--- src/rtl/fetch_unit_pkg.sv ---
// Shared types for the fetch stage.
//   cpu_types_pkg     : machine word type
//   diaosi_types_pkg  : next-PC source and fetch FSM state enums
//   fetch_unit_pkg    : fetch-local constants and helpers
package cpu_types_pkg;
   localparam int WORD_W = 32;
   typedef logic [WORD_W-1:0] word_t;
endpackage

package diaosi_types_pkg;
   typedef enum logic [1:0] {
      PC_SEQ = 2'd0,
      PC_BR  = 2'd1,
      PC_J   = 2'd2,
      PC_JR  = 2'd3
   } PCSrc_t;

   typedef enum logic [1:0] {
      FETCH = 2'd0,
      PEND  = 2'd1,
      HALT  = 2'd2
   } fetch_state_t;
endpackage

package fetch_unit_pkg;
   import cpu_types_pkg::*;

   localparam word_t PC_STEP = 32'd4;

   // Sequential successor; the add is 32 bits wide so the top of memory wraps to 0.
   function automatic word_t pc_plus4(input word_t pc);
      return pc + PC_STEP;
   endfunction
endpackage

--- src/rtl/fetch_unit_if.sv ---
// Instruction-memory port of the fetch stage.
// master = fetch unit, slave = instruction memory.
interface fetch_unit_if;
   import cpu_types_pkg::*;

   logic  ihit;
   word_t imemload;
   logic  imemREN;
   word_t imemaddr;

   modport master (input ihit, input imemload, output imemREN, output imemaddr);
   modport slave  (output ihit, output imemload, input imemREN, input imemaddr);
endinterface

--- src/rtl/fetch_unit_if_id_latch.sv ---
// IF/ID pipeline register: flush clears, enable loads, otherwise hold.
// While the fetch unit is halted the valid bit is forced low.
module if_id_latch
   import cpu_types_pkg::*;
(
   input  logic  CLK,
   input  logic  RST,
   input  logic  i_flush,
   input  logic  i_en,
   input  logic  i_halted,
   input  logic  i_hit,
   input  word_t i_instr,
   input  word_t i_npc,
   output word_t o_instr,
   output word_t o_npc,
   output logic  o_valid
);

   word_t r_instr;
   word_t r_npc;
   logic  r_valid;

   // Flush beats enable; halted state suppresses valid.
   always_ff @(posedge CLK or posedge RST) begin
      if (RST) begin
         r_instr <= 32'h0;
         r_npc   <= 32'h0;
         r_valid <= 1'b0;
      end else if (i_flush) begin
         r_instr <= 32'h0;
         r_npc   <= 32'h0;
         r_valid <= 1'b0;
      end else if (i_en) begin
         r_instr <= i_instr;
         r_npc   <= i_npc;
         r_valid <= i_hit & ~i_halted;
      end else if (i_halted) begin
         r_valid <= 1'b0;
      end else begin
         r_valid <= r_valid;
      end
   end

   assign o_instr = r_instr;
   assign o_npc   = r_npc;
   assign o_valid = r_valid;

endmodule

--- src/rtl/fetch_unit.sv ---
// Fetch stage: PC register, pending-redirect register and FETCH/PEND/HALT FSM,
// feeding the IF/ID latch.
// Optional build macro: FETCH_PERF_CNT_EN adds fetch_cnt / stall_cnt counters.
module fetch_unit
   import cpu_types_pkg::*;
   import diaosi_types_pkg::*;
   import fetch_unit_pkg::*;
#(
   parameter word_t PC0 = 32'h00000000
)(
   input  logic          CLK,
   input  logic          RST,
   fetch_unit_if.master  imem,
   input  logic          pc_en,
   input  logic          flushed1,
   input  logic          id_en1,
   input  PCSrc_t        pc_src,
   input  logic          branch_sel,
   input  word_t         branch_addr,
   input  word_t         jump_addr,
   input  word_t         jr_addr,
   input  logic          halt,
   output word_t         instr_id,
   output word_t         npc_id,
   output logic          valid_id
`ifdef FETCH_PERF_CNT_EN
   ,
   output word_t         fetch_cnt,
   output word_t         stall_cnt
`endif
);

   word_t        r_pc;
   word_t        r_pend_target;
   fetch_state_t r_state;
   logic         r_imemren;

   logic         w_redir;
   word_t        w_target;
   word_t        w_pc_plus4;
   logic         w_halted;

   assign w_pc_plus4    = pc_plus4(r_pc);
   assign w_halted      = (r_state == HALT);
   assign imem.imemaddr = r_pc;
   assign imem.imemREN  = r_imemren;

   // Redirect decode from EX: jumps always redirect, branches only when taken.
   always_comb begin
      w_redir  = 1'b0;
      w_target = 32'h0;
      case (pc_src)
         PC_BR: begin
            w_redir  = branch_sel;
            w_target = branch_addr;
         end
         PC_J: begin
            w_redir  = 1'b1;
            w_target = jump_addr;
         end
         PC_JR: begin
            w_redir  = 1'b1;
            w_target = jr_addr;
         end
         default: begin
            w_redir  = 1'b0;
            w_target = 32'h0;
         end
      endcase
   end

   // PC update and fetch FSM; a redirect seen during a stall is parked until pc_en.
   always_ff @(posedge CLK or posedge RST) begin
      if (RST) begin
         r_pc          <= PC0;
         r_state       <= FETCH;
         r_pend_target <= 32'h0;
         r_imemren     <= 1'b0;
      end else if (halt) begin
         r_state       <= HALT;
         r_pend_target <= 32'h0;
         r_imemren     <= 1'b0;
      end else begin
         case (r_state)
            FETCH: begin
               r_imemren <= 1'b1;
               if (pc_en) begin
                  r_pc <= w_redir ? w_target : w_pc_plus4;
               end else if (w_redir) begin
                  r_pend_target <= w_target;
                  r_state       <= PEND;
               end
            end
            PEND: begin
               r_imemren <= 1'b1;
               if (pc_en) begin
                  r_pc          <= w_redir ? w_target : r_pend_target;
                  r_pend_target <= 32'h0;
                  r_state       <= FETCH;
               end else if (w_redir) begin
                  r_pend_target <= w_target;
               end
            end
            HALT: begin
               r_imemren <= 1'b0;
            end
            default: begin
               r_state   <= FETCH;
               r_imemren <= 1'b0;
            end
         endcase
      end
   end

   if_id_latch u_if_id (
      .CLK      (CLK),
      .RST      (RST),
      .i_flush  (flushed1),
      .i_en     (id_en1),
      .i_halted (w_halted),
      .i_hit    (imem.ihit),
      .i_instr  (imem.imemload),
      .i_npc    (w_pc_plus4),
      .o_instr  (instr_id),
      .o_npc    (npc_id),
      .o_valid  (valid_id)
   );

`ifdef FETCH_PERF_CNT_EN
   word_t r_fetch_cnt;
   word_t r_stall_cnt;

   // Delivered-instruction and stalled-cycle counters, free-running with wrap.
   always_ff @(posedge CLK or posedge RST) begin
      if (RST) begin
         r_fetch_cnt <= 32'h0;
         r_stall_cnt <= 32'h0;
      end else begin
         if (id_en1 && !flushed1 && imem.ihit) begin
            r_fetch_cnt <= r_fetch_cnt + 32'd1;
         end
         if (!w_halted && !pc_en) begin
            r_stall_cnt <= r_stall_cnt + 32'd1;
         end
      end
   end

   assign fetch_cnt = r_fetch_cnt;
   assign stall_cnt = r_stall_cnt;
`endif

endmodule

--- src/flat_wrapper.sv ---
// flat-port wrapper written by rule: the top's interface ports become plain ports
module fetch_unit_flat import cpu_types_pkg::*; import diaosi_types_pkg::*; import fetch_unit_pkg::*;
#(
   parameter word_t PC0 = 32'h00000000
)
  (CLK, RST, pc_en, flushed1, id_en1, pc_src, branch_sel, branch_addr, jump_addr, jr_addr, halt, instr_id, npc_id, valid_id, imem_ihit, imem_imemload, imem_imemREN, imem_imemaddr);
  fetch_unit_if imem_i ();
  input  logic CLK;
  input  logic RST;
  input  logic pc_en;
  input  logic flushed1;
  input  logic id_en1;
  input  PCSrc_t pc_src;
  input  logic branch_sel;
  input  word_t branch_addr;
  input  word_t jump_addr;
  input  word_t jr_addr;
  input  logic halt;
  output word_t instr_id;
  output word_t npc_id;
  output logic valid_id;
  input wire logic [$bits(imem_i.ihit)-1:0] imem_ihit;
  input wire logic [$bits(imem_i.imemload)-1:0] imem_imemload;
  output wire logic [$bits(imem_i.imemREN)-1:0] imem_imemREN;
  output wire logic [$bits(imem_i.imemaddr)-1:0] imem_imemaddr;
  assign imem_i.ihit = imem_ihit;
  assign imem_i.imemload = imem_imemload;
  assign imem_imemREN = imem_i.imemREN;
  assign imem_imemaddr = imem_i.imemaddr;
  fetch_unit #(.PC0(PC0)) u_core (.CLK(CLK), .RST(RST), .imem(imem_i), .pc_en(pc_en), .flushed1(flushed1), .id_en1(id_en1), .pc_src(pc_src), .branch_sel(branch_sel), .branch_addr(branch_addr), .jump_addr(jump_addr), .jr_addr(jr_addr), .halt(halt), .instr_id(instr_id), .npc_id(npc_id), .valid_id(valid_id));
endmodule
--- config.mk ---
export PLATFORM = sky130hd
export DESIGN_NAME = fetch_unit_flat
export DESIGN_NICKNAME = d
export VERILOG_FILES = /design/src/rtl/fetch_unit_pkg.sv /design/src/rtl/fetch_unit_if.sv /design/src/rtl/fetch_unit_if_id_latch.sv /design/src/rtl/fetch_unit.sv /design/src/flat_wrapper.sv
export SDC_FILE = /design/constraint.sdc
export NUM_CORES = 1
export LEC_CHECK = 0
export CORE_ASPECT_RATIO = 1.25
export CORE_UTILIZATION = 42
export DETAILED_ROUTE_END_ITERATION = 8
export PLACE_DENSITY = 0.86
export REMOVE_ABC_BUFFERS = 1
export SLEW_MARGIN = 20
export SYNTH_ARGS = -nofsm -noshare
export SYNTH_HDL_FRONTEND = slang
export SYNTH_SLANG_ARGS = --single-unit
--- constraint.sdc ---
create_clock -name CLK -period 4.23 [get_ports CLK]
set_clock_uncertainty 0.15 [all_clocks]
set_input_delay 0.6345 -clock CLK [delete_from_list [all_inputs] [get_ports CLK]]
set_output_delay 0.6345 -clock CLK [all_outputs]
set_load 0.005 [all_outputs]
== Yosys cells after proc, flatten, opt, wreduce, memory -nomap -nowiden ==
Cells that the tools add are included.

* Flip-flop bits (word level): 132
* Output and inout bits: 98
* Logic and storage cells: 57

* Reductions and logical operators: 10
* Add/subtract/negate cells: 1
* Mux-type cells: 25
* Equality and inequality tests: 11
* Bitwise operators: 3

{| class="wikitable"
|+ Operators with widths
! operator !! count
|-
| 32-bit two-way mux || 11
|-
| 32-bit case mux with 2 select lines || 2
|-
| 32-bit case mux with 3 select lines || 1
|-
| 32-bit by 3-bit adder with 32-bit output (second input constant) || 1
|-
| 2-bit two-way mux || 4
|-
| 4-bit AND reduction || 2
|-
| 2-bit == test (second input constant) || 3
|-
| 2-bit != test (second input constant) || 3
|-
| 3-bit != test (second input constant) || 2
|-
| 2-bit case mux with 3 select lines || 1
|-
| 3-bit nonzero test || 2
|-
| 1-bit two-way mux || 5
|-
| 2-bit by 1-bit == test with 1-bit output (second input constant) || 2
|-
| 2-bit nonzero test || 2
|-
| 2-bit OR reduction || 2
|-
| 3-bit by 2-bit != test with 1-bit output (second input constant) || 1
|-
| 2-bit zero test || 1
|-
| 1-bit inverter || 2
|-
| 1-bit case mux with 2 select lines || 1
|-
| 2-bit AND reduction || 1
|-
| 1-bit AND || 1
|}

== Longest topological paths before layout ==
* Word-level depth: 7
* Mapped depth: 8
* Depth with buffers taken out: 6

== Hierarchy ==
A second synthesis with hierarchy kept.

* Cells, all modules: 730
* Area, all modules: 7354.6 um^2

{| class="wikitable"
|+ By module, submodules not included
! module !! area each (um^2) !! times used !! sequential area each (um^2) !! cells an instance
|-
| fetch_unit || 4682.0 || 1 || 1676.6 || 520
|-
| if_id_latch || 2672.6 || 1 || 1626.6 || 210
|}

== Least setup slack after synthesis ==
No wires, ideal clock.

* Path kind: in2reg
* Start: input pc_src[0]
* End: register u_core.r_pc[22], in the netlist u_core.imem.imemaddr[22]
* Stages: 8
* Arrival: 2167 ps
* Path slack: 1791 ps
* Data required time: 3958 ps
* Cell sequence: buf_2 buf_2 buf_2 mux2_2 a221oi_1 nand2_1 nor3_1 nor2_1

* Longest elaborated chain between the ends: 6
* Elaborated cells between the ends (all ways): 11
* Those cells by class: eq/ne: 3; mux: 7; reduce/logical: 1

{| class="wikitable"
|+ Ends and longest elaborated chain
! item !! RTL line !! RTL
|-
| from (decl) || flat_wrapper.sv:13 || <nowiki>input PCSrc_t pc_src;</nowiki>
|-
| 2-bit == test || fetch_unit.sv:52 || <nowiki>case (pc_src)</nowiki>
|-
| 2-bit OR reduction (no line) || -- ||
|-
| 1-bit case mux with 2 select lines || fetch_unit.sv:52 ||
|-
| 32-bit two-way mux, on equally long branches || fetch_unit.sv:97, fetch_unit.sv:88 ||
|-
| 32-bit two-way mux, on equally long branches || fetch_unit.sv:96, fetch_unit.sv:87 ||
|-
| 32-bit case mux with 2 select lines * || fetch_unit.sv:84 || <nowiki>case (r_state)</nowiki>
|-
| to (signal assigned) || fetch_unit.sv:88 || <nowiki>r_pc <= w_redir ? w_target : w_pc_plus4;</nowiki>
|-
| to (signal assigned) || fetch_unit.sv:97 || <nowiki>r_pc <= w_redir ? w_target : r_pend_target;</nowiki>
|-
| to (decl) || fetch_unit.sv:33 || <nowiki>word_t r_pc;</nowiki>
|}

Mark *: on every way between the ends. The rest lies on a longest branch, timed or not. The select of a mux whose other input is x is not followed.
A chain may end at the register's enable or synchronous reset.

== Worst setup path after layout ==
* Start: register u_core.r_pc[2], in the netlist u_core.imem.imemaddr[2]
* End: register u_core.u_if_id.r_npc[24], in the netlist u_core.u_if_id.o_npc[24]

* Longest elaborated chain between the ends: 3

{| class="wikitable"
|+ Ends and longest elaborated chain
! item !! RTL line !! RTL
|-
| 32-bit by 3-bit adder with 32-bit output || fetch_unit_pkg.sv:32 || <nowiki>return pc + PC_STEP;</nowiki>
|-
| 32-bit two-way mux || fetch_unit_if_id_latch.sv:33 || <nowiki>end else if (i_en) begin</nowiki>
|-
| 32-bit two-way mux || fetch_unit_if_id_latch.sv:29 || <nowiki>end else if (i_flush) begin</nowiki>
|-
| to (signal assigned) || fetch_unit_if_id_latch.sv:35 || <nowiki>r_npc <= i_npc;</nowiki>
|-
| to (decl) || fetch_unit_if_id_latch.sv:20 || <nowiki>word_t r_npc;</nowiki>
|}

No other way between the ends. The select of a mux whose other input is x is not followed.

==> results.md <==
- The number of global-route vias before repair is 6685.
- The initial antenna violation count was 0.
- The post-placement cell count is 1129.
- The standard cell core area is 16300 um^2.
- The worst register-to-register path has a setup slack of 1240 ps.
- The setup total negative slack is 0 ps.
- The number of distinct library cell variants in the gate-level netlist after synthesis is 54.
- After routing the design area is 10100 um^2.
- For hold timing, the worst endpoint is u_core.r_pend_target[27]$_DFFE_PP0P_.
- The total design power is 3.54 mW.
- Dividing the detail-routed via count by the number of cells gives 5.78.
- The area share of the largest cell type after synthesis is 0.465.
- The min-delay analysis places its worst path in the category flop to flop.
- The net count reported at finish is 1071.
- Setup repair after global routing left no endpoint under its margin.
- Of the synthesized area, sequential elements account for 0.465.
- The cell class contributing the biggest share of worst-path delay is simple AND/OR/NAND/NOR gates.
- The H-tree generated during clock tree synthesis spans 4 levels.
- TritonCTS built the clock tree.
- The kind of capture point of the worst setup path is a flop.
- Post-CTS timing repair inserted 0 buffers for setup.
- Synthesis produced a netlist whose cell count is 722.
- The placement-stage cell area is 9580 um^2.
- The warning count from the yosys run is 0.
- For this run the aggregate overflow at the end of global routing stands at 0.
- The startpoint identified for the worst hold timing path is u_core.r_pend_target[27]$_DFFE_PP0P_.
- The depth of the worst hold-timing path is 2.
- The all-layer global routing usage is 0.253.
- The post-synthesis instance area is 7100 um^2.
- The leading cell type by number of instances after synthesis is sky130_fd_sc_hd__dfrtp_1.
- The number of nets with antenna violations after detailed routing is 0.
- Dividing the detail-routed wire length by the instance count gives 18.6 um.
- The share of final-layout standard cells stronger than drive strength 1 is 0.0880.
- The count of routing violations after the opening detailed-route iteration is 564.
- Signal routing reaches up to met4.
- The maximum ir drop on the vdd rail is 0.277 mV.
- For the worst-skew pair, the clock arrives at the later sink with an insertion delay of 410 ps.
- The worst register-to-register path ends at u_core.u_if_id.o_npc[24]$_DFFE_PP0P_.
- After detailed routing, the met2 layer carries 11000 um of wire.
- The worst register-to-register path begins at u_core.imem.imemaddr[2]$_DFFE_PP0P_.
- Wire segments on met3 add up to 1280 um in the final route.
- The floorplan has 52 rows.
- Counting flops with an async set or reset pin after synthesis yields a share of 1.00.
- The die is 147 um tall.
- Once detailed placement completed, the half-perimeter wirelength came to 15100 um.
- In this run the static leakage power is 4.27 nW.
- The global-route wire length before repair is 34800 um.
- The horizontal extent of the die is 118 um.
- The slowest stage of the critical path belongs to the cell sky130_fd_sc_hd__nor3_1.
- The buffers plus inverters on the worst setup path is 0.
- The final critical path time including I/O delays and setup is 2990 ps.
- Hold repair after CTS inserted 0 buffers.
- Walking the worst path, the cells encountered are ha_1 > nand4_1 > nor3_1 > nand4_1 > xor2_1 > a211oi_1.
- In this run the clock root is driven by a sky130_fd_sc_hd__clkbuf_16.
- The required time reported for the critical path endpoint is 4390 ps.
- By count the netlist is led by sky130_fd_sc_hd__dfrtp_1 (132), sky130_fd_sc_hd__nor2_1 (81), sky130_fd_sc_hd__mux2i_1 (45).
- The placer congestion estimate is 0.884.
- The run finished with clean final reports.
- The number of buffers created by CTS is 17.
- The die area is 17400 um^2.
- The first detailed-routing pass took 6 iterations.
- In the post-synthesis netlist, the biggest area contributors are sky130_fd_sc_hd__dfrtp_1 (47%), sky130_fd_sc_hd__mux2i_1 (6.3%), sky130_fd_sc_hd__nor2_1 (4.3%).
- The category of the critical setup timing path is flop to flop.
- A synthesized cell averages 9.83 um^2.
- Once layout is complete, the utilization of the core stands at 0.620.
- The number of max-capacitance violations reported is 0.
- The biggest area contributor in the post-synthesis netlist is sky130_fd_sc_hd__dfrtp_1.
- The post-cts gate resize count is 0.
- Along the worst path, the maximum fanout reaches 9.
- At the pin with the least slew margin, the transition time is 1010 ps.
- The clock net in this run drives a total of 132 sinks.
- The number of slew-limit violations in the final report came to 0.
- The share of the clock period used by the worst path after layout is 0.708.
- 236 I/O pins were placed.
- The nature of the critical path startpoint is a flop.
- After synthesis the netlist holds a flip-flop and latch count of 132.
- The number of antenna diodes in the final layout is 0.
- The worst path arrival time is 3150 ps.
- The post-route non-filler standard cell count is 1159.
- The number of synthesized flops with an enable pin is 0.
- The maximum number of buffers from clock root to sink is 2.
- Relative to the synthesized area, the layout overhead comes to 42.7%.
- Port buffering added 235 buffers.
- In the synthesized netlist the dominant register cell turns out to be sky130_fd_sc_hd__dfrtp_1.
- The number of endpoints failing setup at the final stage is 0.
- The final route contains 6704 vias.
- Entering global routing, the biggest net connects 96 pins.
- After clock tree synthesis, the clock-pin slew on the worst setup and hold paths is 60 ps.
- The most repeated library cell on the critical path is sky130_fd_sc_hd__nand4_1.
- Measured in cells, the most critical reg-to-reg path has a length of 6.
- On the worst path, the slowest cell contributes a delay of 730 ps.
- The effective utilization at floorplan is 0.435.
- Headroom to the max-slew limit came out at 0.326.
- The routed design has 21500 um of wire.
- The highest achievable clock rate is 334 MHz.
- The number of remaining DRC errors is 0.
- The number of endpoints with negative hold slack in the final report was 0.
- The power density over cell area is 350 nW/um^2.
- The length of routed wiring on met1 is 8550 um.
state kept, by name, indices dropped and copies added (netlist names):
signal                  cells
u_core.u_if_id.o_npc       32
u_core.r_state              2
u_core.imem.imemaddr       32
u_core.u_if_id.o_valid      1
u_core.r_pend_target       32
u_core.u_if_id.o_instr     32
u_core.imem.imemREN         1
layer usage:
layer  vias to the layer above  global-route usage
met5                         -                   0
met4                         0               0.112
met3                        58              0.0369
met2                       327               0.449
met1                      3253               0.304
li1                       3066                   -
where the power goes:
part / leakage (nW) / switching [mW] / internal (mW) / total, mW
clock network: 0.273 / 0.512 / 0.860 / 1.37
registers: 1.72 / 0.111 / 1.35 / 1.46
logic: 2.28 / 0.295 / 0.410 / 0.705
stage by stage:
| stage | hold slack, ps | worst slack, ps |
|---|---|---|
| after floorplan | 296 | -80.5 |
| after global placement | 311 | 1140 |
| after detailed placement | 320 | 1110 |
| after CTS | 333 | 1300 |
| after global routing | 363 | 1130 |
| final | 335 | 1240 |
placed cells by master, fill, tap and decap left out, types with 8 or more instances in the layout:
cell type and count:
sky130_fd_sc_hd__a22oi_1 9, sky130_fd_sc_hd__a22o_1 31, sky130_fd_sc_hd__a21oi_1 43, sky130_fd_sc_hd__o22ai_1 8, sky130_fd_sc_hd__mux2_2 24, sky130_fd_sc_hd__nand2_1 40, sky130_fd_sc_hd__o21ai_0 38, sky130_fd_sc_hd__a211oi_1 29
sky130_fd_sc_hd__inv_1 18, sky130_fd_sc_hd__nand4_1 8, sky130_fd_sc_hd__nand3_1 16, sky130_fd_sc_hd__buf_4 12, sky130_fd_sc_hd__clkdlybuf4s50_1 231, sky130_fd_sc_hd__nor2b_1 9, sky130_fd_sc_hd__and3_1 11, sky130_fd_sc_hd__clkbuf_16 17
sky130_fd_sc_hd__xnor2_1 23, sky130_fd_sc_hd__mux2i_1 45, sky130_fd_sc_hd__dfrtp_1 132, sky130_fd_sc_hd__a221oi_1 13, sky130_fd_sc_hd__nor2_1 81
worst max path at each step:
stage	startpoint	to	depth (start not counted)
2_1_floorplan	RST	u_core.imem.imemREN$_DFF_PP0_	1
3_3_place_gp	pc_en	u_core.imem.imemaddr[20]$_DFFE_PP0P_	6
3_5_place_dp	pc_en	u_core.imem.imemaddr[23]$_DFFE_PP0P_	6
4_1_cts	u_core.imem.imemaddr[2]$_DFFE_PP0P_	u_core.u_if_id.o_npc[24]$_DFFE_PP0P_	6
5_1_grt	u_core.imem.imemaddr[2]$_DFFE_PP0P_	u_core.u_if_id.o_npc[24]$_DFFE_PP0P_	6
6_report	u_core.imem.imemaddr[2]$_DFFE_PP0P_	u_core.u_if_id.o_npc[24]$_DFFE_PP0P_	6
tightest hold or removal path, cell delays in order (launching register included):
cell                      delay, ps
sky130_fd_sc_hd__dfrtp_1        350
sky130_fd_sc_hd__nand2_1         50
sky130_fd_sc_hd__o21ai_0         60
area by class of cell:
type | instances | area (um^2)
fillers | 1338 | 6200
multi-input cells | 515 | 3490
flip-flops and latches | 132 | 3300
repair buffers | 247 | 2440
clock buffers | 25 | 495
well taps | 216 | 270
inverters | 19 | 76.3
clock inverters | 5 | 50.0
cells by family after synthesis:
kind of cell               Yosys count  share of synthesized area
muxes                               69                      0.102
adders and majority gates            1                    0.00176
AOI/OAI and AO/OA                  216                      0.213
xor gates and xnor gates            28                     0.0346
DFF                                132                      0.465
and+or+nand+nor                    201                      0.140
buffers and inverters               75                     0.0430
Power figures use the tool's default switching activity.
